==> src/rtl/pe_seq_ctrl.sv <==
`default_nettype none
// ============================================================================
// Module   : pe_seq_ctrl
// Brief    : Run-time programmable phase sequencer for a processing element.
//            Walks LOAD -> COMPUTE -> (TRANSMIT -> SHIFT -> COMPUTE)* -> OUTPUT,
//            drives instruction-ROM addressing, data-memory shift strobes and
//            ready/valid forwarding of ALU results.
// Revision : 1.0 - initial release
// ============================================================================
module pe_seq_ctrl #(
  parameter int DATA_WIDTH    = 16,
  parameter int IM_ADDR_WIDTH = 8,
  parameter int CNT_WIDTH     = 8,
  parameter int ITER_WIDTH    = 7,
  parameter int SHIFT_LAT     = 3
) (
  input  logic                     clk,
  input  logic                     rst,
  input  logic                     cfg_v,
  input  logic [CNT_WIDTH-1:0]     cfg_load_num,
  input  logic [CNT_WIDTH-1:0]     cfg_inst_num,
  input  logic [CNT_WIDTH-1:0]     cfg_tx_num,
  input  logic [CNT_WIDTH-1:0]     cfg_reg_num,
  input  logic [CNT_WIDTH-1:0]     cfg_alpha_num,
  input  logic [ITER_WIDTH-1:0]    cfg_iter_num,
  input  logic                     din_pe_v,
  input  logic [2*DATA_WIDTH-1:0]  alu_d,
  input  logic                     dout_tx_rdy,
  input  logic                     dout_pe_rdy,
  output logic                     load_v,
  output logic                     cmpt_v,
  output logic                     tx_v,
  output logic                     shift_v,
  output logic                     output_v,
  output logic [IM_ADDR_WIDTH-1:0] inst_addr,
  output logic                     inst_v,
  output logic                     dout_shift_v,
  output logic                     dout_tx_v,
  output logic                     dout_pe_v,
  output logic [2*DATA_WIDTH-1:0]  dout_tx,
  output logic [2*DATA_WIDTH-1:0]  dout_pe,
  output logic [ITER_WIDTH-1:0]    iter_idx,
  output logic                     busy,
  output logic                     done,
  output logic                     cfg_err
);

  typedef enum logic [2:0] {
    S_IDLE     = 3'd0,
    S_LOAD     = 3'd1,
    S_COMPUTE  = 3'd2,
    S_TRANSMIT = 3'd3,
    S_SHIFT    = 3'd4,
    S_OUTPUT   = 3'd5
  } state_t;

  localparam logic [CNT_WIDTH-1:0]     CNT_ONE  = CNT_WIDTH'(1);
  localparam logic [ITER_WIDTH-1:0]    ITER_ONE = ITER_WIDTH'(1);
  localparam logic [IM_ADDR_WIDTH-1:0] ADDR_ONE = IM_ADDR_WIDTH'(1);

  state_t                   state, state_nxt;
  logic [CNT_WIDTH-1:0]     cnt, cnt_nxt;
  logic [ITER_WIDTH-1:0]    iter_nxt;
  logic [IM_ADDR_WIDTH-1:0] addr_nxt;
  logic                     done_nxt;

  logic [CNT_WIDTH-1:0]     load_num, inst_num, tx_num, reg_num, alpha_num;
  logic [ITER_WIDTH-1:0]    iter_num;
  logic [2*DATA_WIDTH-1:0]  alu_r;

  logic cfg_take, cfg_bad, err_eff, start, stall;

  assign cfg_take = cfg_v && (state == S_IDLE);
  assign cfg_bad  = (cfg_load_num == '0) || (cfg_inst_num == '0) || (cfg_iter_num == '0);
  // A same-cycle config decides whether the start is allowed, since it is
  // the config the run will use.
  assign err_eff  = cfg_take ? cfg_bad : cfg_err;
  assign start    = (state == S_IDLE) && din_pe_v && !err_eff;

  // Phase strobes are pure decodes of the registered state.
  assign load_v   = (state == S_LOAD);
  assign cmpt_v   = (state == S_COMPUTE);
  assign tx_v     = (state == S_TRANSMIT);
  assign shift_v  = (state == S_SHIFT);
  assign output_v = (state == S_OUTPUT);
  assign busy     = (state != S_IDLE);

  assign dout_tx_v = tx_v;
  assign dout_pe_v = output_v;
  assign dout_tx   = tx_v     ? alu_r : '0;
  assign dout_pe   = output_v ? alu_r : '0;
  assign stall     = (tx_v && !dout_tx_rdy) || (output_v && !dout_pe_rdy);

  // Shadow configuration; bad configs leave the previous values in place.
  always_ff @(posedge clk) begin
    if (rst) begin
      load_num  <= CNT_ONE;
      inst_num  <= CNT_ONE;
      tx_num    <= CNT_ONE;
      reg_num   <= CNT_ONE;
      alpha_num <= CNT_ONE;
      iter_num  <= ITER_ONE;
      cfg_err   <= 1'b0;
    end else if (cfg_take) begin
      if (cfg_bad) begin
        cfg_err <= 1'b1;
      end else begin
        load_num  <= cfg_load_num;
        inst_num  <= cfg_inst_num;
        tx_num    <= cfg_tx_num;
        reg_num   <= cfg_reg_num;
        alpha_num <= cfg_alpha_num;
        iter_num  <= cfg_iter_num;
        cfg_err   <= 1'b0;
      end
    end
  end

  // Sequencer state, phase counter, iteration index and ROM address.
  always_ff @(posedge clk) begin
    if (rst) begin
      state     <= S_IDLE;
      cnt       <= '0;
      iter_idx  <= '0;
      inst_addr <= '0;
      done      <= 1'b0;
    end else begin
      state     <= state_nxt;
      cnt       <= cnt_nxt;
      iter_idx  <= iter_nxt;
      inst_addr <= addr_nxt;
      done      <= done_nxt;
    end
  end

  // Next-state logic: cnt counts cycles (or accepted beats) in the current phase.
  always_comb begin
    state_nxt = state;
    cnt_nxt   = cnt;
    iter_nxt  = iter_idx;
    addr_nxt  = '0;
    done_nxt  = 1'b0;
    case (state)
      S_IDLE: begin
        if (start) begin
          state_nxt = S_LOAD;
          cnt_nxt   = '0;
          iter_nxt  = '0;
        end
      end
      S_LOAD: begin
        if (cnt == load_num - CNT_ONE) begin
          state_nxt = S_COMPUTE;
          cnt_nxt   = '0;
        end else begin
          cnt_nxt = cnt + CNT_ONE;
        end
      end
      S_COMPUTE: begin
        if (cnt == inst_num - CNT_ONE) begin
          cnt_nxt = '0;
          if (iter_idx == iter_num - ITER_ONE) begin
            if (alpha_num == '0) begin
              state_nxt = S_IDLE;
              done_nxt  = 1'b1;
            end else begin
              state_nxt = S_OUTPUT;
            end
          end else if (tx_num != '0) begin
            state_nxt = S_TRANSMIT;
          end else if (reg_num != '0) begin
            state_nxt = S_SHIFT;
          end else begin
            // Back-to-back pass: address restarts from 0.
            state_nxt = S_COMPUTE;
            iter_nxt  = iter_idx + ITER_ONE;
          end
        end else begin
          cnt_nxt  = cnt + CNT_ONE;
          addr_nxt = inst_addr + ADDR_ONE;
        end
      end
      S_TRANSMIT: begin
        if (dout_tx_rdy) begin
          if (cnt == tx_num - CNT_ONE) begin
            cnt_nxt = '0;
            if (reg_num != '0) begin
              state_nxt = S_SHIFT;
            end else begin
              state_nxt = S_COMPUTE;
              iter_nxt  = iter_idx + ITER_ONE;
            end
          end else begin
            cnt_nxt = cnt + CNT_ONE;
          end
        end
      end
      S_SHIFT: begin
        if (cnt == reg_num - CNT_ONE) begin
          state_nxt = S_COMPUTE;
          cnt_nxt   = '0;
          iter_nxt  = iter_idx + ITER_ONE;
        end else begin
          cnt_nxt = cnt + CNT_ONE;
        end
      end
      S_OUTPUT: begin
        if (dout_pe_rdy) begin
          if (cnt == alpha_num - CNT_ONE) begin
            state_nxt = S_IDLE;
            cnt_nxt   = '0;
            done_nxt  = 1'b1;
          end else begin
            cnt_nxt = cnt + CNT_ONE;
          end
        end
      end
      default: begin
        state_nxt = S_IDLE;
        cnt_nxt   = '0;
      end
    endcase
  end

  // ALU capture register (frozen while a handshake is stalled) and ROM valid.
  always_ff @(posedge clk) begin
    if (rst) begin
      alu_r  <= '0;
      inst_v <= 1'b0;
    end else begin
      if (!stall) begin
        alu_r <= alu_d;
      end
      inst_v <= cmpt_v;
    end
  end

  // Shift-valid delay line matching the data-memory read latency.
  generate
    if (SHIFT_LAT == 0) begin : g_lat0
      assign dout_shift_v = shift_v;
    end else if (SHIFT_LAT == 1) begin : g_lat1
      logic shift_dly;
      // Single-stage delay.
      always_ff @(posedge clk) begin
        if (rst) shift_dly <= 1'b0;
        else     shift_dly <= shift_v;
      end
      assign dout_shift_v = shift_dly;
    end else begin : g_latn
      logic [SHIFT_LAT-1:0] shift_dly;
      // Multi-stage delay, oldest sample in the MSB.
      always_ff @(posedge clk) begin
        if (rst) shift_dly <= '0;
        else     shift_dly <= {shift_dly[SHIFT_LAT-2:0], shift_v};
      end
      assign dout_shift_v = shift_dly[SHIFT_LAT-1];
    end
  endgenerate

endmodule
`default_nettype wire

==> config.mk <==
export PLATFORM = sky130hd
export DESIGN_NAME = pe_seq_ctrl
export DESIGN_NICKNAME = d
export VERILOG_FILES = /design/src/rtl/pe_seq_ctrl.sv
export SDC_FILE = /design/constraint.sdc
export NUM_CORES = 1
export LEC_CHECK = 0
export BUFFER_PORTS_ARGS = -buffer_cell sky130_fd_sc_hd__buf_2
export CAP_MARGIN = 30
export CORE_MARGIN = 2
export CORE_UTILIZATION = 59
export CTS_BUF_LIST = sky130_fd_sc_hd__clkbuf_8
export CTS_CLUSTER_SIZE = 40
export DETAILED_ROUTE_END_ITERATION = 8
export PLACE_DENSITY = 0.87
export SLEW_MARGIN = 10
export SYNTH_ARGS = -nofsm -noshare
export SYNTH_HDL_FRONTEND = slang
export SYNTH_SLANG_ARGS = --single-unit
==> constraint.sdc <==
create_clock -name clk -period 6.8 [get_ports clk]
set_clock_uncertainty 0.05 [all_clocks]
set_input_delay 0 -clock clk [delete_from_list [all_inputs] [get_ports clk]]
set_output_delay 0 -clock clk [all_outputs]
set_load 0.05 [all_outputs]
==> out/metrics.sh, run 1 <==
CLK-INSERTION-DELAY-LATE_NS=0.38
SYNTHARSTFLOPSHARE=0
POSTSYNTHAREAPERCELL_SQ_UM=8.067
GRTUSAGETOTAL=0.3065
FINALSETUPTNS_NS=0
CTS_BUFFERS=9
DETAIL_ROUTE.FIRST_PASS.ITERATIONS=5
DETAILEDROUTE.FIRSTITERATIONVIOLATIONS=495
SHARE_OF_THE_SYNTHESIZED_AREA_IN_THE_TOP_CELL_TYPE=0.3461
PLACE_HPWL_MM=11.58
FINALMAXSLEWVIOLATIONS=0
DIE_H_UM=108.3
CTS_SINKS=111
REGTOREGENDPOINT='iter_idx[4]'
GP_ROUTABILITY_CONGESTION=0.8892
POST_SYNTH_NUM_CELL_TYPES=68
YS_TOP_CELLS_BY_AREA='dfxtp_1 (35%), mux2i_1 (7.6%), nand2_1 (5.6%)'
WIRELENGTH_MM=18.62
GRT_START_MAX_NET_PINS=98
GRT_FIRST_PASS_WIRELENGTH_MM=28.83
REG2REG_DEPTH=7
SEQPWRFRAC=0.383
MOST_AREA_HUNGRY_CELL_TYPE_IN_THE_YOSYS_NETLIST='dfxtp_1'
TIMING.HOLD.WORST_ENDPOINT='done'
FINALNONFILLERCELLS=1161
GR-TOTAL-OVERFLOW=0
HOLD-PATH-CELL-COUNT=5
TIMING_WORST_SLEW_PIN_VALUE_NS=0.8531
ANTENNA_FOUND_INITIAL=1
POSTLAYOUTCOREUTIL=0.7719
REG2REG_SETUP_SLACK_NS=3.60
DP_CELLS=1064
FLOORPLAN.CORE_AREA_SQ_UM=10750
YOSYS.CELL_COUNT.TOP_TYPE='dfxtp_1'
ARRIVAL_NS=3.44
GATE_COUNT_POST_SYNTH=796
TCRIT_TCLK_FINAL=0.4699
OUTCOME='complete, no violations'
FP.DIEW_UM=108.3
MAX_SLEW_MARGIN=0.4260
YS.FLOP_TYPE='dfxtp_1'
CRITICAL_PATH.MAX_FANOUT=13
DRT-WIRELENGTH-PER-CELL_UM=16.04
DETAILED_PLACE.AREA_SQ_UM=7302
MULTI_INPUT_COMB_AREA_SQ_UM=3867
P_LEAK_nW=4.139
POST_ROUTE_ANTENNA_NET_VIOLATION_COUNT=0
DRIVE_GT1_FRAC=0.2088
IOPINCOUNT=176
HOLD_PATH_STARTPOINT='dout_pe_rdy'
CP-START-KIND='flip-flop'
TRITONCTS='built'
FINALINSTANCEAREA_SQ_UM=8294
START_UTIL=0.5976
GRT_PASS1_VIAS=6047
CTSROOTBUFFERMASTER='clkbuf_8'
HOLD_CLASS='in2reg'
CRITPATHCAPTURETYPE='flip-flop'
CLK_PIN_SLEW_NS=0.11
ACHIEVABLE-FREQUENCY_MHz=312.9
STD_CELL_ROWS=38
FILLERINSTANCES=769
SYNTH_WARNINGS=0
PRE_CTS_SLACK_NS=3.713
PWR_DENSITY_CELL_nW_PER_UM2=270.5
FINAL_NET_COUNT=1112
DIE-AREA_SQ_UM=11730
GRT_SETUP_UNREPAIRED='false'
LAYOUT-AREA-OVERHEAD-VS-SYNTH_PCT=29.17
TIMING_WORST_SETUP_PATH_TYPE='reg2reg'
HTREE_LEVELS=3
YS_SEQ_ELEMENTS=111
DRV_CAP=0
POWER.SHARE.SWITCHING=0.4291
COMBPWRFRAC=0.451
CELL_INTERNAL_PWR_mW=1.281
SYNTH_ENABLE_FLOP_CELLS=0
P_CLK_FRAC=0.166
VDD_IR_DROP_MAX_V=0.0001790
CTS_MAX_PATH_BUFFERS=2
RR_STARTPOINT='cnt[5]'
SYNTH.CELLS.MOST_FREQUENT='dfxtp_1 (111), nand2_1 (96), nor2_1 (89)'
FINALHOLDVIOLATIONS=0
FLIP_FLOP_AND_LATCH_AREA_SQ_UM=2222
SETUP_WS_POST_LAYOUT_NS=3.604
ROUTE.VIAS.TOTAL=6604
YS_SEQ_AREA_FRAC=0.3461
PORT_BUFFERS=175
CRITICAL_PATH_REQUIRED_NS=7.05
P_SWITCHING_mW=0.9626
VIAS_PER_CELL=5.688
NETLIST_AREA_BEFORE_PLACEMENT_SQ_UM=6421
FIN_CRIT_NS=3.196
FINALSETUPVIOLATIONS=0
POST-CTS-SETUP-BUFFER-COUNT=0
TOTAL_NETS_AFTER_SYNTHESIS=893
DETAIL_ROUTE.DRC_VIOLATIONS=0
through the flow:
step	hold slack, ns	power (mW)
after floorplan	0.07511	1.604
after global placement	0.1729	1.773
after detailed placement	0.1810	1.811
after CTS	0.01980	2.217
after global routing	0.06632	2.365
final	0.03943	2.243
cell type report:
type | instances | share of cell area
Antenna cell | 1 | 0.0003017
Clock buffer | 9 | 0.01493
Clock inverter | 7 | 0.006638
Inverter | 27 | 0.01222
Multi-Input combinational cell | 605 | 0.4663
Sequential cell | 111 | 0.2679
Tap cell | 140 | 0.02112
Timing Repair Buffer | 261 | 0.2106
logic make-up after synthesis:
family / after synthesis / share of synthesized area
AOI/OAI and AO/OA: 110 / 0.1181
muxes: 49 / 0.07638
and+or+nand+nor: 367 / 0.2888
DFF: 111 / 0.3461
adders and majority gates: 12 / 0.02338
xor gates and xnor gates: 67 / 0.09353
buffers and inverters: 80 / 0.05378
flip-flops by register name (all words and copies together), names as in the netlist:
signal,count
alu_r,32
alpha_num,8
cnt,8
inst_addr,8
inst_num,8
load_num,8
reg_num,8
tx_num,8
iter_idx,7
iter_num,7
g_latn.shift_dly,3
state,3
cfg_err,1
done,1
inst_v,1
placed cells by master (no fill, tap or decap), types with 4 or more instances in the layout:
cell,n
a31oi_1,8
xnor2_1,32
dlygate4sd3_1,79
nand2_1,96
and4_1,4
dfxtp_1,111
o32ai_1,4
or3_1,5
nand3_1,14
inv_1,28
ha_1,12
o21ai_0,13
a211oi_1,4
o211ai_1,7
nand4_1,12
clkbuf_8,9
nor2b_1,9
mux2i_1,49
buf_4,4
xor2_1,34
and2_1,37
nor4_1,14
buf_2,175
nor3b_1,4
nor3_1,21
nor2_1,88
and3_1,39
a21oi_1,36
routing by layer:
metal  GRT usage  up-vias  part of all wire
met4      0.1209        0             0.032
met5           0        -                 0
met3     0.05425       67             0.061
met2      0.5395      278              0.50
li1            -     3181                 -
met1      0.3704     3078              0.40
worst max-delay path: stages, from the launching register on:
cell and delay (ns):
dfxtp_1 0.49, or2_2 0.37, a221o_1 0.29, and4_1 0.17, nor4_1 0.65, a21oi_1 0.39
or3_4 0.45, o32ai_1 0.26
how the worst max path moves through the flow:
stage                            start           to  cells past startpoint
final                           cnt[5]  iter_idx[4]                      7
after global routing          state[0]     state[0]                      7
after global placement        state[0]     state[1]                      5
after CTS                       cnt[5]  iter_idx[4]                      7
after detailed placement        cnt[5]  iter_idx[3]                      7
after floorplan           alpha_num[2]     state[0]                      9
power groups by stage:
stage / clock network (mW) / logic, mW / registers [mW]
finish: 0.373 / 1.01 / 0.859
global route: 0.400 / 1.09 / 0.872
CTS: 0.379 / 0.984 / 0.854
detailed placement: 0 / 0.942 / 0.869
global placement: 0 / 0.899 / 0.874
floorplan: 0 / 0.777 / 0.827
timing repair:
action	4_1_cts	5_1_grt
hold endpoints to repair	79	0
hold buffers	79	0
resized for setup	0	0
endpoints found under the setup margin	0	0
Power figures use the tool's default switching activity.
==> inputs of run 2 (changes only) <==
Settings changed: CORE_UTILIZATION 59 to 55, PLACE_DENSITY 0.87 to 0.82.
Clock period 6.8 ns to 3.1 ns, I/O delays scaled along.
==> out/metrics.sh, run 2 (same netlist as run 1, synthesis figures left out) <==
DETAILEDROUTE.FIRSTITERATIONVIOLATIONS=530  # +7.1%
IOPINCOUNT=176  # unchanged
CTS_RESIZED=0  # unchanged
TIMING_WORST_SLEW_PIN_VALUE_NS=0.6957  # -0.1574 ns
CTS_BUFFERS=9  # unchanged
GRT_SETUP_UNREPAIRED='false'
TIMING.HOLD.WS_NS=0.03883  # -0.0006011 ns
DRV_CAP=0  # unchanged
CRIT_CHAIN='inv_1 > ha_1 > nor3b_1 > or3_1 > a31oi_1 > o211ai_1 > a21oi_1 > or3_4 > o32ai_1'
VIAS_PER_CELL=5.542  # -2.6%
VDD_IR_DROP_MAX_V=0.0003279  # +83%
CTS_SINKS=111  # unchanged
CP-START-KIND='flip-flop'
FINAL_NET_COUNT=1128  # +1.4%
POSTLAYOUTCOREUTIL=0.7330  # -0.03893
CRITICAL_PATH.MAX_STAGE_DELAY_NS=0.41  # -0.24 ns
START_UTIL=0.5623  # -0.03523
P_SWITCHING_mW=2.045  # +110%
COMBPWRFRAC=0.469  # +0.018
FINALSETUPVIOLATIONS=0  # unchanged
TCRIT_TCLK_FINAL=0.9150  # +0.4451
ANTENNA_FOUND_INITIAL=0  # -1
SEQPWRFRAC=0.374  # -0.009
GP_ROUTABILITY_CONGESTION=0.8741  # -1.7%
CLK_PIN_SLEW_NS=0.10  # about the same
CTSROOTBUFFERMASTER='clkbuf_8'
P_LEAK_nW=4.216  # +1.8%
CRITPATHCAPTURETYPE='flip-flop'
HTREE_LEVELS=3  # unchanged
INSERTEDDIODECOUNT=0  # -1
GRT_PASS1_VIAS=6060  # +0.21%
FINALHOLDVIOLATIONS=0  # unchanged
TRITONCTS='built'
GR-TOTAL-OVERFLOW=0  # unchanged
WIRELENGTH_MM=18.30  # -1.7%
DRIVE_GT1_FRAC=0.2164  # +0.007602
FINALMAXSLEWVIOLATIONS=0  # unchanged
LARGEST_REGISTER='alu_r'
DRT-WIRELENGTH-PER-CELL_UM=15.54  # -3.1%
PLACE_HPWL_MM=11.97  # +3.4%
ACHIEVABLE-FREQUENCY_MHz=352.5  # +13%
CRITICAL_PATH_REQUIRED_NS=3.35  # -3.70 ns
FP.DIEW_UM=112.1  # +3.4%
PORT_BUFFERS=175  # unchanged
LIBRARY_CELL_CONTRIBUTING_THE_LARGEST_SINGLE_DELAY_ON_THE_CRITICAL_PATH='nor3b_1'
ARRIVAL_NS=3.08  # -0.36 ns
LAYOUT_COMMONEST_CELL='buf_2'
CLK-INSERTION-DELAY-LATE_NS=0.39  # about the same
FINALSETUPTNS_NS=0  # unchanged
DETAIL_ROUTE.DRC_VIOLATIONS=0  # unchanged
LAYOUT-AREA-OVERHEAD-VS-SYNTH_PCT=30.34
FLOORPLAN.CORE_AREA_SQ_UM=11420  # +6.3%
GRT_START_MAX_NET_PINS=46  # -53%
HOLD_CLASS='in2reg'
FILLERINSTANCES=849  # +10%
DIE-AREA_SQ_UM=12560  # +7.0%
POWER.SHARE.SWITCHING=0.4177  # -0.01139
LARGEST_REG_FLOPS=32  # unchanged
CRITICAL_PATH.MAX_FANOUT=8  # -5
POST-CTS-SETUP-BUFFER-COUNT=0  # unchanged
TIMING_WORST_SETUP_PATH_TYPE='reg2reg'
ROUTE.VIAS.TOTAL=6529  # -1.1%
PWR_DENSITY_CELL_nW_PER_UM2=584.9  # +120%
CELL_INTERNAL_PWR_mW=2.850  # +120%
GRTUSAGETOTAL=0.2870  # -0.01945
DETAIL_ROUTE.FIRST_PASS.ITERATIONS=5  # unchanged
CTS.HOLD.BUFFERS_ADDED=80  # +1.3%
FIN_CRIT_NS=2.837  # -0.3589 ns
GRT_FIRST_PASS_WIRELENGTH_MM=29.36  # +1.8%
DIE_H_UM=112.1  # +3.4%
P_CLK_FRAC=0.156  # -0.010
STD_CELL_ROWS=39  # +2.6%
MOSTFREQUENTLAYOUTCELLS='buf_2 (175), dfxtp_1 (111), nand2_1 (96)'
OUTCOME='complete, no violations'
CTS_MAX_PATH_BUFFERS=2  # unchanged
POST_ROUTE_ANTENNA_NET_VIOLATION_COUNT=0  # unchanged
MAX_SLEW_MARGIN=0.5357  # +0.1096
run 2: changes by cell type in the layout (fill, tap and decap cells not counted), moves of 2 or more:
cell | previous run | this run
buf_4 | 4 | 22
inv_6 | 3 | 0
clkinv_4 | 2 | 0
buf_8 | 2 | 0
inv_1 | 28 | 31
run 2: critical path: cells and delay by family, from the launching register on:
family                   cells  cell delay, ns
buffers and inverters        1            0.07
adder cells (fa/ha/maj)      1            0.21
AND/OR/NAND/NOR              3            0.98
flip-flops                   1            0.37
AO/OA/AOI/OAI                4            1.05
run 2: cell type report:
| cell class | count | area [sq um] | area share |
|---|---|---|---|
| multi-input combinational | 605 | 3867 | 0.4621 |
| sequential | 111 | 2222 | 0.2655 |
| timing repair buffer | 277 | 1842 | 0.2201 |
| tap | 143 | 178.9 | 0.02138 |
| clock buffer | 10 | 137.6 | 0.01644 |
| inverter | 27 | 101.3 | 0.01211 |
| clock inverter | 5 | 20.02 | 0.002392 |
run 2: path summary, 6_finish.rpt:
| check | from | to | slack, ns | cells after the start |
|---|---|---|---|---|
| worst max-delay path | iter_num[0] | iter_idx[4] | 0.26 | 9 |
| worst min-delay path | rst | iter_num[4] | 0.04 | 2 |
| worst max register to register | iter_num[0] | iter_idx[4] | 0.26 | 9 |
| worst min register to register | g_latn.shift_dly[1] | g_latn.shift_dly[2] | 0.39 | 1 |
run 2: power by group through the flow:
| stage | Sequential [mW] | Combinational [mW] | Clock [mW] |
|---|---|---|---|
| after floorplan | 1.81 | 1.70 | 0 |
| after global placement | 1.85 | 2.14 | 0 |
| after detailed placement | 1.86 | 2.17 | 0 |
| after CTS | 1.82 | 2.26 | 0.779 |
| after global routing | 1.86 | 2.50 | 0.837 |
| final | 1.83 | 2.30 | 0.766 |
run 2: metal layers:
layer	GRT usage	up-vias	routed length (um)
met1	0.3594	3012	7574
met4	0.1179	0	484
met2	0.4982	250	9112
li1	-	3227	-
met5	0	-	0
met3	0.04212	40	1132
run 2: metrics by stage:
stage / worst slack (ns) / std cells / total power, mW / instance area, sq um
floorplan: 0.4542 / 796 / 3.519 / 6421
global placement: 0.3891 / 1083 / 3.994 / 7411
detailed placement: 0.2994 / 1083 / 4.028 / 7411
CTS: 0.3016 / 1178 / 4.860 / 8369
global route: 0.03488 / 1178 / 5.198 / 8369
finish: 0.2633 / 1178 / 4.895 / 8369
==> inputs of run 3 (changes only) <==
--- a/config.mk
+++ b/config.mk
@@ -14,2 +14,3 @@
 export DETAILED_ROUTE_END_ITERATION = 8
+export MAX_ROUTING_LAYER = met4
 export PLACE_DENSITY = 0.82
==> constraint.sdc (replaced) <==
create_clock -name clk -period 3.1 [get_ports clk]
set_clock_uncertainty 0.05 [all_clocks]
set_input_delay 0.31 -clock clk [delete_from_list [all_inputs] [get_ports clk]]
set_output_delay 0.31 -clock clk [all_outputs]
set_load 0.05 [all_outputs]
==> out/metrics.sh, run 3 (same netlist as run 1, synthesis figures left out) <==
SETUP_WS_POST_LAYOUT_NS=0.2059  # -0.05744 ns
LAYOUT-AREA-OVERHEAD-VS-SYNTH_PCT=18.63
MAX_SLEW_MARGIN=0.5514  # +0.01570
ARRIVAL_NS=3.13  # +0.05 ns
CELL_INTERNAL_PWR_mW=2.882  # +1.1%
LIBRARY_CELL_CONTRIBUTING_THE_LARGEST_SINGLE_DELAY_ON_THE_CRITICAL_PATH='nor3b_1'
TCRIT_TCLK_FINAL=0.9336  # +0.01853
FINALSETUPVIOLATIONS=0  # unchanged
DRT-WIRELENGTH-PER-CELL_UM=14.98  # -3.6%
WORST-PATH-BUF-INV=1  # unchanged
CTS.HOLD.BUFFERS_ADDED=0  # -100%
LAYOUT_COMMONEST_CELL='buf_2'
SEQPWRFRAC=0.371  # -0.003
TRITONCTS='built'
FINALSETUPTNS_NS=0  # unchanged
P_CLK_FRAC=0.180  # +0.024
CRIT_CHAIN='inv_1 > ha_1 > nor3b_1 > or3_1 > a31oi_1 > o211ai_1 > a21oi_1 > or3_4 > o32ai_1'
PRE_CTS_SLACK_NS=0.3206  # +0.02124 ns
CRITICAL_PATH_REQUIRED_NS=3.34  # about the same
HTREE_LEVELS=3  # unchanged
FINAL_NET_COUNT=1049  # -7.0%
FINALMAXSLEWVIOLATIONS=0  # unchanged
HOLD_CLASS='in2reg'
GP_ROUTABILITY_CONGESTION=0.9028  # +3.3%
COMBPWRFRAC=0.448  # -0.021
POWER.SHARE.SWITCHING=0.4148  # -0.002939
TIMING_WORST_SLEW_PIN_VALUE_NS=0.6722  # -0.02353 ns
IOPINCOUNT=176  # unchanged
REG2REG_SETUP_SLACK_NS=0.21  # -0.06 ns
INSERTEDDIODECOUNT=0  # unchanged
POST_ROUTE_ANTENNA_NET_VIOLATION_COUNT=0  # unchanged
DETAILEDROUTE.FIRSTITERATIONVIOLATIONS=473  # -11%
ACHIEVABLE-FREQUENCY_MHz=345.5  # -2.0%
WIRELENGTH_MM=16.48  # -10%
MOSTFREQUENTLAYOUTCELLS='buf_2 (175), dfxtp_1 (111), nand2_1 (96)'
VIAS_PER_CELL=5.520  # -0.40%
ROUTE.VIAS.TOTAL=6072  # -7.0%
GRT_SETUP_UNREPAIRED='false'
OUTCOME='complete, no violations'
LARGEST_REGISTER='alu_r'
CLK-INSERTION-DELAY-LATE_NS=0.38  # about the same
GR-TOTAL-OVERFLOW=0  # unchanged
CTS_RESIZED=0  # unchanged
ANTENNA_FOUND_INITIAL=0  # unchanged
GRT_PASS1_VIAS=5449  # -10%
FP.DIEW_UM=112.1  # unchanged
POST-CTS-SETUP-BUFFER-COUNT=0  # unchanged
PORT_BUFFERS=175  # unchanged
START_UTIL=0.5623  # unchanged
P_LEAK_nW=3.897  # -7.6%
CTS_SINKS=111  # unchanged
CRITICAL_PATH.MAX_FANOUT=8  # unchanged
GRTUSAGETOTAL=0.2646  # -0.02240
FLOORPLAN.CORE_AREA_SQ_UM=11420  # unchanged
DRV_CAP=0  # unchanged
GRT_START_MAX_NET_PINS=43  # -6.5%
PWR_DENSITY_CELL_nW_PER_UM2=646.4  # +11%
LARGEST_REG_FLOPS=32  # unchanged
PLACE_HPWL_MM=12.10  # +1.1%
FINALHOLDVIOLATIONS=0  # unchanged
STD_CELL_ROWS=39  # unchanged
VDD_IR_DROP_MAX_V=0.0004724  # +44%
CTSROOTBUFFERMASTER='clkbuf_8'
CTS_MAX_PATH_BUFFERS=2  # unchanged
CLK_PIN_SLEW_NS=0.10  # about the same
GRT_FIRST_PASS_WIRELENGTH_MM=26.57  # -9.5%
CRITPATHCAPTURETYPE='flip-flop'
TIMING_WORST_SETUP_PATH_TYPE='reg2reg'
CTS_BUFFERS=9  # unchanged
DETAIL_ROUTE.FIRST_PASS.ITERATIONS=4  # -1
DRIVE_GT1_FRAC=0.2393  # +0.02286
DIE_H_UM=112.1  # unchanged
DIE-AREA_SQ_UM=12560  # unchanged
FIN_CRIT_NS=2.894  # +0.05744 ns
PATH_DELAY_FAMILY='compound AO/OA/AOI/OAI gates'
P_SWITCHING_mW=2.042  # -0.11%
DETAIL_ROUTE.DRC_VIOLATIONS=0  # unchanged
CRITICAL_PATH.MAX_STAGE_DELAY_NS=0.43  # +0.02 ns
CP-START-KIND='flip-flop'
[run 3: power by group through the flow]
stage,Combinational (mW),Sequential (mW),Clock (mW)
6_report,2.21,1.83,0.887
5_1_grt,2.39,1.86,0.950
4_1_cts,2.19,1.82,0.904
3_3_place_gp,2.15,1.85,0
3_5_place_dp,2.18,1.86,0
2_1_floorplan,1.70,1.81,0
[run 3: worst register-to-register path: cells and delay by family, from the launching register on]
family	cells	cell delay [ns]
compound gates	4	1.07
fa+ha+maj	1	0.23
buf+inv	1	0.07
flops	1	0.37
simple gates	3	1.01
[run 3: final timing paths]
kind	startpoint	endpoint	cells after the start
max reg2reg	iter_num[0]	iter_idx[4]	9
max	iter_num[0]	iter_idx[4]	9
min reg2reg	g_latn.shift_dly[1]	g_latn.shift_dly[2]	1
min	cfg_alpha_num[0]	alpha_num[0]	3
[run 3: final cells by class]
| class | count | area, sq um |
|---|---|---|
| Timing Repair Buffer | 198 | 1049 |
| Fill cell | 999 | 3801 |
| Inverter | 27 | 101.3 |
| Sequential cell | 111 | 2222 |
| Clock inverter | 6 | 61.31 |
| Tap cell | 143 | 178.9 |
| Multi-Input combinational cell | 605 | 3867 |
| Clock buffer | 10 | 137.6 |
[run 3: metrics by stage]
stage | area [sq um] | hold WS (ns) | util | power [mW] | cells
4_1_cts | 7617 | 0.08520 | 0.6671 | 4.916 | 1100
5_1_grt | 7617 | 0.08688 | 0.6671 | 5.201 | 1100
3_3_place_gp | 7418 | 0.3665 | 0.6497 | 3.993 | 1084
3_5_place_dp | 7418 | 0.3731 | 0.6497 | 4.037 | 1084
2_1_floorplan | 6421 | 0.3638 | - | 3.519 | 796
6_report | 7617 | 0.09656 | 0.6671 | 4.924 | 1100
[run 3: metal layers]
layer / GRT usage / share of wire / wire [um] / vias up
li1: - / - / - / 3076
met1: 0.3374 / 0.45 / 7494 / 2804
met2: 0.4384 / 0.48 / 7847 / 167
met3: 0.03834 / 0.051 / 838 / 25
met4: 0.08211 / 0.018 / 296 / 0
met5: - / 0 / 0 / -
